`config.mk`:
```
export PLATFORM = sky130hd
export DESIGN_NAME = fir_output_requant
export DESIGN_NICKNAME = d
export VERILOG_FILES = /design/src/rtl/fir_pkg.sv /design/src/rtl/fir_round_stage.sv /design/src/rtl/fir_output_requant.sv
export SDC_FILE = /design/constraint.sdc
export NUM_CORES = 1
export LEC_CHECK = 0
export CAP_MARGIN = 25
export CORE_AREA = 4 4 119 121
export DETAILED_ROUTE_END_ITERATION = 8
export DIE_AREA = 0 0 123 125
export PLACE_DENSITY = 0.51
export SLEW_MARGIN = 15
export SYNTH_ARGS = -nofsm -noshare
export SYNTH_HDL_FRONTEND = slang
export SYNTH_SLANG_ARGS = --single-unit
```
`constraint.sdc`:
```
create_clock -name clk -period 1.8 [get_ports clk]
set_clock_uncertainty 0.05 [all_clocks]
set_input_delay 0.36 -clock clk [delete_from_list [all_inputs] [get_ports clk]]
set_output_delay 0.36 -clock clk [all_outputs]
set_load 0.005 [all_outputs]
```
`src/rtl/fir_pkg.sv`:
```
// fir_pkg: shared rounding-mode constants and saturation bounds for the FIR datapath.
// Contents:
//   ROUND_TRUNC / ROUND_HALF_UP / ROUND_CONVERGENT  rounding mode encodings
//   sat_max(w) / sat_min(w)                         two's complement limits of a w-bit value
package fir_pkg;

    localparam int ROUND_TRUNC      = 0;
    localparam int ROUND_HALF_UP    = 1;
    localparam int ROUND_CONVERGENT = 2;

    function automatic longint sat_max(input int w);
        return (longint'(1) <<< (w - 1)) - 1;
    endfunction

    function automatic longint sat_min(input int w);
        return -(longint'(1) <<< (w - 1));
    endfunction

endpackage

```
`src/rtl/fir_round_stage.sv`:
```
// fir_round_stage: drops SHIFT LSBs with the selected rounding mode and registers the result (S1).
// Ports:
//   clk, reset_n       clock, asynchronous active-low reset
//   en                 pipeline advance enable
//   i_data, i_valid    full-precision sample and its valid bit
//   s1_data, s1_valid  registered rounded value (IN_WIDTH+1 bits) and valid
module fir_round_stage
    import fir_pkg::*;
#(
    parameter int IN_WIDTH   = 33,
    parameter int SHIFT      = 15,
    parameter int ROUND_MODE = 2
) (
    input  logic                       clk,
    input  logic                       reset_n,
    input  logic                       en,
    input  logic signed [IN_WIDTH-1:0] i_data,
    input  logic                       i_valid,
    output logic signed [IN_WIDTH:0]   s1_data,
    output logic                       s1_valid
);

    localparam int W = IN_WIDTH + 1;
    // Half an output LSB; zero when nothing is discarded.
    localparam logic signed [W-1:0] HALF = W'((64'd1 << SHIFT) >> 1);

    logic signed [W-1:0] xe, bias, sum, data_d, data_q;
    logic                valid_d, valid_q;

    always_comb begin
        xe      = {i_data[IN_WIDTH-1], i_data};
        // Convergent: bias is half-1 plus the LSB of the truncated result, so
        // exact halves move only when that LSB is odd.
        bias    = (ROUND_MODE == ROUND_TRUNC || SHIFT == 0) ? '0 :
                  (ROUND_MODE == ROUND_HALF_UP) ? HALF :
                  HALF - W'(1) + W'(xe[SHIFT]);
        sum     = xe + bias;
        data_d  = en ? (sum >>> SHIFT) : data_q;
        valid_d = en ? i_valid : valid_q;
    end

    always_ff @(posedge clk or negedge reset_n) begin
        if (!reset_n) begin
            data_q  <= '0;
            valid_q <= 1'b0;
        end else begin
            data_q  <= data_d;
            valid_q <= valid_d;
        end
    end

    assign s1_data  = data_q;
    assign s1_valid = valid_q;

endmodule

```
`src/rtl/fir_output_requant.sv`:
```
// fir_output_requant: rounds, saturates/wraps and narrows the FIR output stream with overflow tracking.
// Ports:
//   clk, reset_n              clock, asynchronous active-low reset
//   i_data, i_valid, i_ready  full-precision input stream
//   o_data, o_valid, o_ready  narrowed output stream
//   o_ovf                     o_data overflowed OUT_WIDTH
//   ovf_count, ovf_clear      saturating overflow counter and its synchronous clear
module fir_output_requant
    import fir_pkg::*;
#(
    parameter int IN_WIDTH   = 33,
    parameter int OUT_WIDTH  = 16,
    parameter int SHIFT      = 15,
    parameter int ROUND_MODE = 2,
    parameter int SATURATE   = 1,
    parameter int CNT_WIDTH  = 16
) (
    input  logic                       clk,
    input  logic                       reset_n,
    input  logic signed [IN_WIDTH-1:0] i_data,
    input  logic                       i_valid,
    output logic                       i_ready,
    output logic [OUT_WIDTH-1:0]       o_data,
    output logic                       o_valid,
    input  logic                       o_ready,
    output logic                       o_ovf,
    output logic [CNT_WIDTH-1:0]       ovf_count,
    input  logic                       ovf_clear
);

    if (SHIFT >= IN_WIDTH || OUT_WIDTH < 2 || ROUND_MODE > 2) begin : g_bad_params
        $error("fir_output_requant: illegal SHIFT, OUT_WIDTH or ROUND_MODE");
    end

    localparam int W = IN_WIDTH + 1;
    // Compare in a width wide enough for both the rounded value and the output.
    localparam int M = (W > OUT_WIDTH) ? W : OUT_WIDTH;
    localparam logic signed [M-1:0] MAXV = M'(sat_max(OUT_WIDTH));
    localparam logic signed [M-1:0] MINV = M'(sat_min(OUT_WIDTH));

    logic                 en, s1_valid, ovf;
    logic signed [W-1:0]  s1_data;
    logic signed [M-1:0]  r_ext;
    logic [OUT_WIDTH-1:0] data_d, data_q;
    logic                 ovf_d, ovf_q, valid_d, valid_q;
    logic [CNT_WIDTH-1:0] cnt_d, cnt_q;

    assign en      = !valid_q || o_ready;
    assign i_ready = en;

    fir_round_stage #(
        .IN_WIDTH   (IN_WIDTH),
        .SHIFT      (SHIFT),
        .ROUND_MODE (ROUND_MODE)
    ) u_round (
        .clk      (clk),
        .reset_n  (reset_n),
        .en       (en),
        .i_data   (i_data),
        .i_valid  (i_valid),
        .s1_data  (s1_data),
        .s1_valid (s1_valid)
    );

    always_comb begin
        r_ext   = M'(s1_data);
        ovf     = (r_ext > MAXV) || (r_ext < MINV);
        data_d  = !en ? data_q :
                  (SATURATE != 0 && ovf) ? ((r_ext > MAXV) ? MAXV[OUT_WIDTH-1:0] : MINV[OUT_WIDTH-1:0]) :
                  r_ext[OUT_WIDTH-1:0];
        ovf_d   = en ? ovf : ovf_q;
        valid_d = en ? s1_valid : valid_q;
        // Clear wins over a coincident increment; the count sticks at all-ones.
        cnt_d   = ovf_clear ? '0 :
                  (valid_q && o_ready && ovf_q && !(&cnt_q)) ? cnt_q + 1'b1 : cnt_q;
    end

    always_ff @(posedge clk or negedge reset_n) begin
        if (!reset_n) begin
            data_q  <= '0;
            ovf_q   <= 1'b0;
            valid_q <= 1'b0;
            cnt_q   <= '0;
        end else begin
            data_q  <= data_d;
            ovf_q   <= ovf_d;
            valid_q <= valid_d;
            cnt_q   <= cnt_d;
        end
    end

    assign o_data    = data_q;
    assign o_ovf     = ovf_q;
    assign o_valid   = valid_q;
    assign ovf_count = cnt_q;

endmodule

```
After elaboration in Yosys (flattened, before gate mapping)

Index checks and enable logic that the tools add are counted.

Muxes and demuxes: 4
$lt $le $gt $ge: 2
Add/subtract/negate cells: 3
Reductions and logical operators: 9

Operators with widths:

| operator              | number |
|---|---|
| $mux 16               | 4 |
| $add 33x16->34        | 1 |
| $gt 19x16->1 const B  | 1 |
| $lt 19x16->1 const B  | 1 |
| $add 16x1->16 const B | 1 |
| $reduce_and 16->1     | 1 |
| $add 14x1->15 const A | 1 |
| $logic_and 1x1->1     | 3 |
| $logic_not 1->1       | 2 |
| $logic_or 1x1->1      | 2 |
| $reduce_bool 2->1     | 1 |

Register bits: 54
Word-level logic and storage cells: 24
Output and inout port bits: 35

Longest topological paths before layout

Word-level depth: 5
Depth in mapped cells: 9
Mapped depth without buffers: 8

Cells and area by module

Synthesis repeated with hierarchy kept, for this count alone.

Cell total of the unflattened synthesis: 395
Area total of the unflattened synthesis: 3,505.9 µm²

By module, submodules not included:

| module             | times used | cells each | area an instance (µm²) |
|---|---|---|---|
| fir_round_stage    | 1          | 213        | 1,824.2 |
| fir_output_requant | 1          | 182        | 1,681.6 |

Worst setup path before layout

No wires, ideal clock.

Path type: input to register
Start point: input port i_data[15]
End point: register u_round.data_q[13], in the netlist u_round.s1_data[13]
Stages: 8
Arrival time: 2,275 ps
Buffers on the path: 0
Setup slack: -607 ps
Cells stage by stage: inv_1 ha_1 and4_1 and2_2 o2111ai_2 a21o_1 or4_1 a31oi_1

Cells in the longest elaborated chain, start to end: 2

Ends and longest elaborated chain:

| item                 | RTL line                 | RTL |
|---|---|---|
| from (decl)          | fir_output_requant.sv:20 | `input logic signed [IN_WIDTH-1:0] i_data,` |
| $add 14x1->15        | fir_round_stage.sv:36    | `HALF - W'(1) + W'(xe[SHIFT]);` |
| $add 33x16->34 (*)   | fir_round_stage.sv:37    | `sum = xe + bias;` |
| to (signal assigned) | fir_round_stage.sv:47    | `data_q <= data_d;` |
| to (decl)            | fir_round_stage.sv:27    | `logic signed [W-1:0] xe, bias, sum, data_d, data_q;` |

Every way passes the cells marked *; elsewhere a longest branch is shown, timed or not.
A chain may end at the register's enable or synchronous reset.

Worst setup path after layout

Start point: input port i_data[15]
End point: register u_round.data_q[6], in the netlist u_round.s1_data[6]

The elaborated chain is that of the path after synthesis.

==> flow_summary.yaml <==
sta:
  fin_ws_ns: -0.4350
  relSlewSlack_pct: 64.93
  finalSetupViolCount: 19
  fin_crit_ns: 2.235
  rsz0062_at_grt: "true"
  fmax_mhz: 447.4
  period_share_pct: 124.2
  hold_viol: 0
  slew_viol_final: 0
  worstMarginPinSlew_ns: 0.5248
  setup_tns_ns: -6.427
logic_synthesis:
  synth_common_cells: "nor2_1 (64), dfrtp_1 (54), a21oi_1 (32)"
  synth-compound-area-share_pct: 18.56
  ys.flop_type: "dfrtp_1"
  synth_top_family_by_area: "simple AND/OR/NAND/NOR gates"
  synth_simple_gate_area_share_pct: 25.03
  synth-adder-area-share_pct: 6.238
  syn_avg_cell_area_sq_um: 8.793
  synthCells: 365
  yosysTopAreaCell: "dfrtp_1"
  post-synth-top-count-cell: "nor2_1"
  synth-seq-area-share_pct: 42.11
  ys_async_sr_fraction_pct: 100.0
  syn-num-nets: 419
  synth.distinct_cells: 52
  ys_ff_latch: 54
  ys_warn_count: 0
  synth_mux_area_share_pct: 0
  synth_enable_flop_cells: 0
  synth.area.top_cells: "dfrtp_1 (42%), nor2_1 (7.5%), ha_1 (6.2%), a21oi_1 (5.0%), nand2_1 (3.5%)"
  syn-cell-area_sq_um: 3209
  synth_xor_xnor_area_share_pct: 5.458
  synth_top_area_share_pct: 42.11
clocking:
  path_clk_slew_ns: 0.07
  cts_buffer_depth: 2
  cts-htree-levels: 2
  numCtsBuffers: 5
  root_buffer: "clkbuf_16"
  clk_latency_ns: 0.29
  clkSinkCount: 54
  cts_hold_buffers: 0
  cts_tree: "built"
grt:
  grt_first_pass_wirelength_um: 15610
  gr-usage-all-layers_pct: 12.28
  antenna_found_initial: 0
  grt_pass1_vias: 3232
  grt_max_degree: 55
  grt_overflow: 0
floorplanning:
  fp.dieH_um: 125
  placementRows: 42
  io-pin-count: 73
  start_util_pct: 24.53
  dieArea_sq_um: 15380
  core_region_area_sq_um: 13090
  fp.dieW_um: 123
status:
  violations: "setup timing"
  status: "complete, but fails checks"
setup_path:
  critPathCaptureType: "register"
  cp.arrival_ns: 2.40
  start_kind: "input pin"
  crit_fanout: 7
  critPathRequiredTime_ns: 1.96
  worst-setup-path-type: "in2reg"
finish:
  antenna-diode-count: 0
  syn_to_final_growth_pct: 72.36
  drive_gt1_share_pct: 32.45
  layout.cells.non_filler: 703
  final_nets: 580
power_and_ir_drop:
  leakage_nw: 2.231
  power.density_nw_per_um2: 708.6
  ir_drop_mv: 0.4185
drt:
  drcViolationCount: 0
  vias: 3270
  firstDrtPassIters: 4
  first_iter_violations: 155
  detail-route-antenna-nets: 0
  wl_per_cell_um: 14.19
  viasPerCell: 4.651
  finalWirelength_um: 9977
run:
  max_cap_violations: 0
placement:
  pre_cts_slack_ns: -1.345
  dpl.cell_count: 681
  gp_congestion: 0.8802
  port_buffers: 72
  dp_hpwl_um: 7345
min_path:
  holdCritPathClass: "in2async"
==> power breakdown <==
part           internal [mW]  switching (mW)
registers               1.37           0.103
clock network          0.835           0.416
logic                  0.643           0.548
total                   2.85            1.07
==> what timing repair did <==
item | 4_1_cts | 5_1_grt
pin swaps | 40 | 23
setup buffers | 10 | 3
resized for setup | 86 | 27
cloned | 0 | 1
endpoints found under the setup margin | 20 | 38
==> area by class of cell <==
| type | instances | area [sq um] |
|---|---|---|
| Fill cell | 1305 | 7553 |
| Multi-Input combinational cell | 289 | 2220 |
| Timing Repair Buffer | 166 | 1499 |
| Sequential cell | 54 | 1351 |
| Tap cell | 176 | 220.2 |
| Clock buffer | 6 | 138.9 |
| Clock inverter | 2 | 60.06 |
| Inverter | 10 | 42.54 |
==> cells in the final DEF, fill, tap and decap left out, types with 5 or more instances in the layout <==
cell type | netlist | final
a21oi_1 | 32 | 22
clkbuf_16 | 0 | 5
o21ai_1 | 3 | 7
buf_6 | 0 | 12
clkdlybuf4s50_1 | 0 | 55
buf_4 | 0 | 77
nand4_1 | 6 | 6
inv_1 | 9 | 7
dfrtp_1 | 54 | 54
a21oi_2 | 0 | 7
o31ai_1 | 11 | 6
nand3_1 | 21 | 18
xor2_1 | 8 | 8
or4_1 | 8 | 8
ha_4 | 0 | 14
dlygate4sd2_1 | 0 | 14
nor2_1 | 64 | 63
a31oi_1 | 11 | 11
nand2_1 | 30 | 27
xnor2_1 | 12 | 10
==> routing by layer <==
layer  vias to the layer above  track usage, %  part of all wire (%)
li1                       1639               -                     -
met1                      1550           16.32                    46
met2                        75           20.81                    49
met3                         6           2.078                   4.5
met4                         0           2.801                  0.78
met5                         -               0                     0
==> final timing paths <==
path,endpoint,slack [ns],from,depth (start not counted)
hold / removal,ovf_count[12],0.02,reset_n,2
setup reg to reg,ovf_count[6],0.09,ovf_count[5],7
max in group asynchronous,ovf_count[3],1.44,reset_n,2
min in group clk,u_round.s1_valid,0.42,u_round.s1_valid,2
hold reg to reg,u_round.s1_valid,0.42,u_round.s1_valid,2
setup / recovery,u_round.s1_data[6],-0.43,i_data[15],11
==> through the flow <==
stage	util (%)	power (mW)	hold slack, ns	cell area (sq um)
2_1_floorplan	-	1.896	0.01441	3214
3_3_place_gp	36.05	2.495	0.3324	4717
3_5_place_dp	36.05	2.516	0.3286	4717
4_1_cts	41.02	3.936	0.02546	5368
5_1_grt	42.27	4.146	0.03063	5532
6_report	42.27	3.920	0.01782	5532
==> state kept, by name, summed over array words and instances (netlist names) <==
register	cells
o_ovf	1
o_valid	1
o_data	16
u_round.s1_valid	1
ovf_count	16
u_round.s1_data	19
==> worst max-delay path, cell delays in order <==
cell	delay (ns)
buf_8	0.08
clkinvlp_4	0.11
buf_12	0.17
ha_4	0.26
nand3b_4	0.09
a211oi_4	0.32
o311ai_2	0.13
and2_4	0.20
buf_6	0.13
or3_4	0.37
a31oi_1	0.16
==> logic make-up (layout without fill, tap and decap cells) <==
logic type | count (synthesis) | after routing
flip-flops | 54 | 54
adder cells (fa/ha/maj) | 16 | 16
XOR/XNOR | 20 | 20
buffers and inverters | 22 | 184
AND/OR/NAND/NOR | 163 | 163
AO/OA/AOI/OAI | 90 | 90
Power figures use the tool's default switching activity.
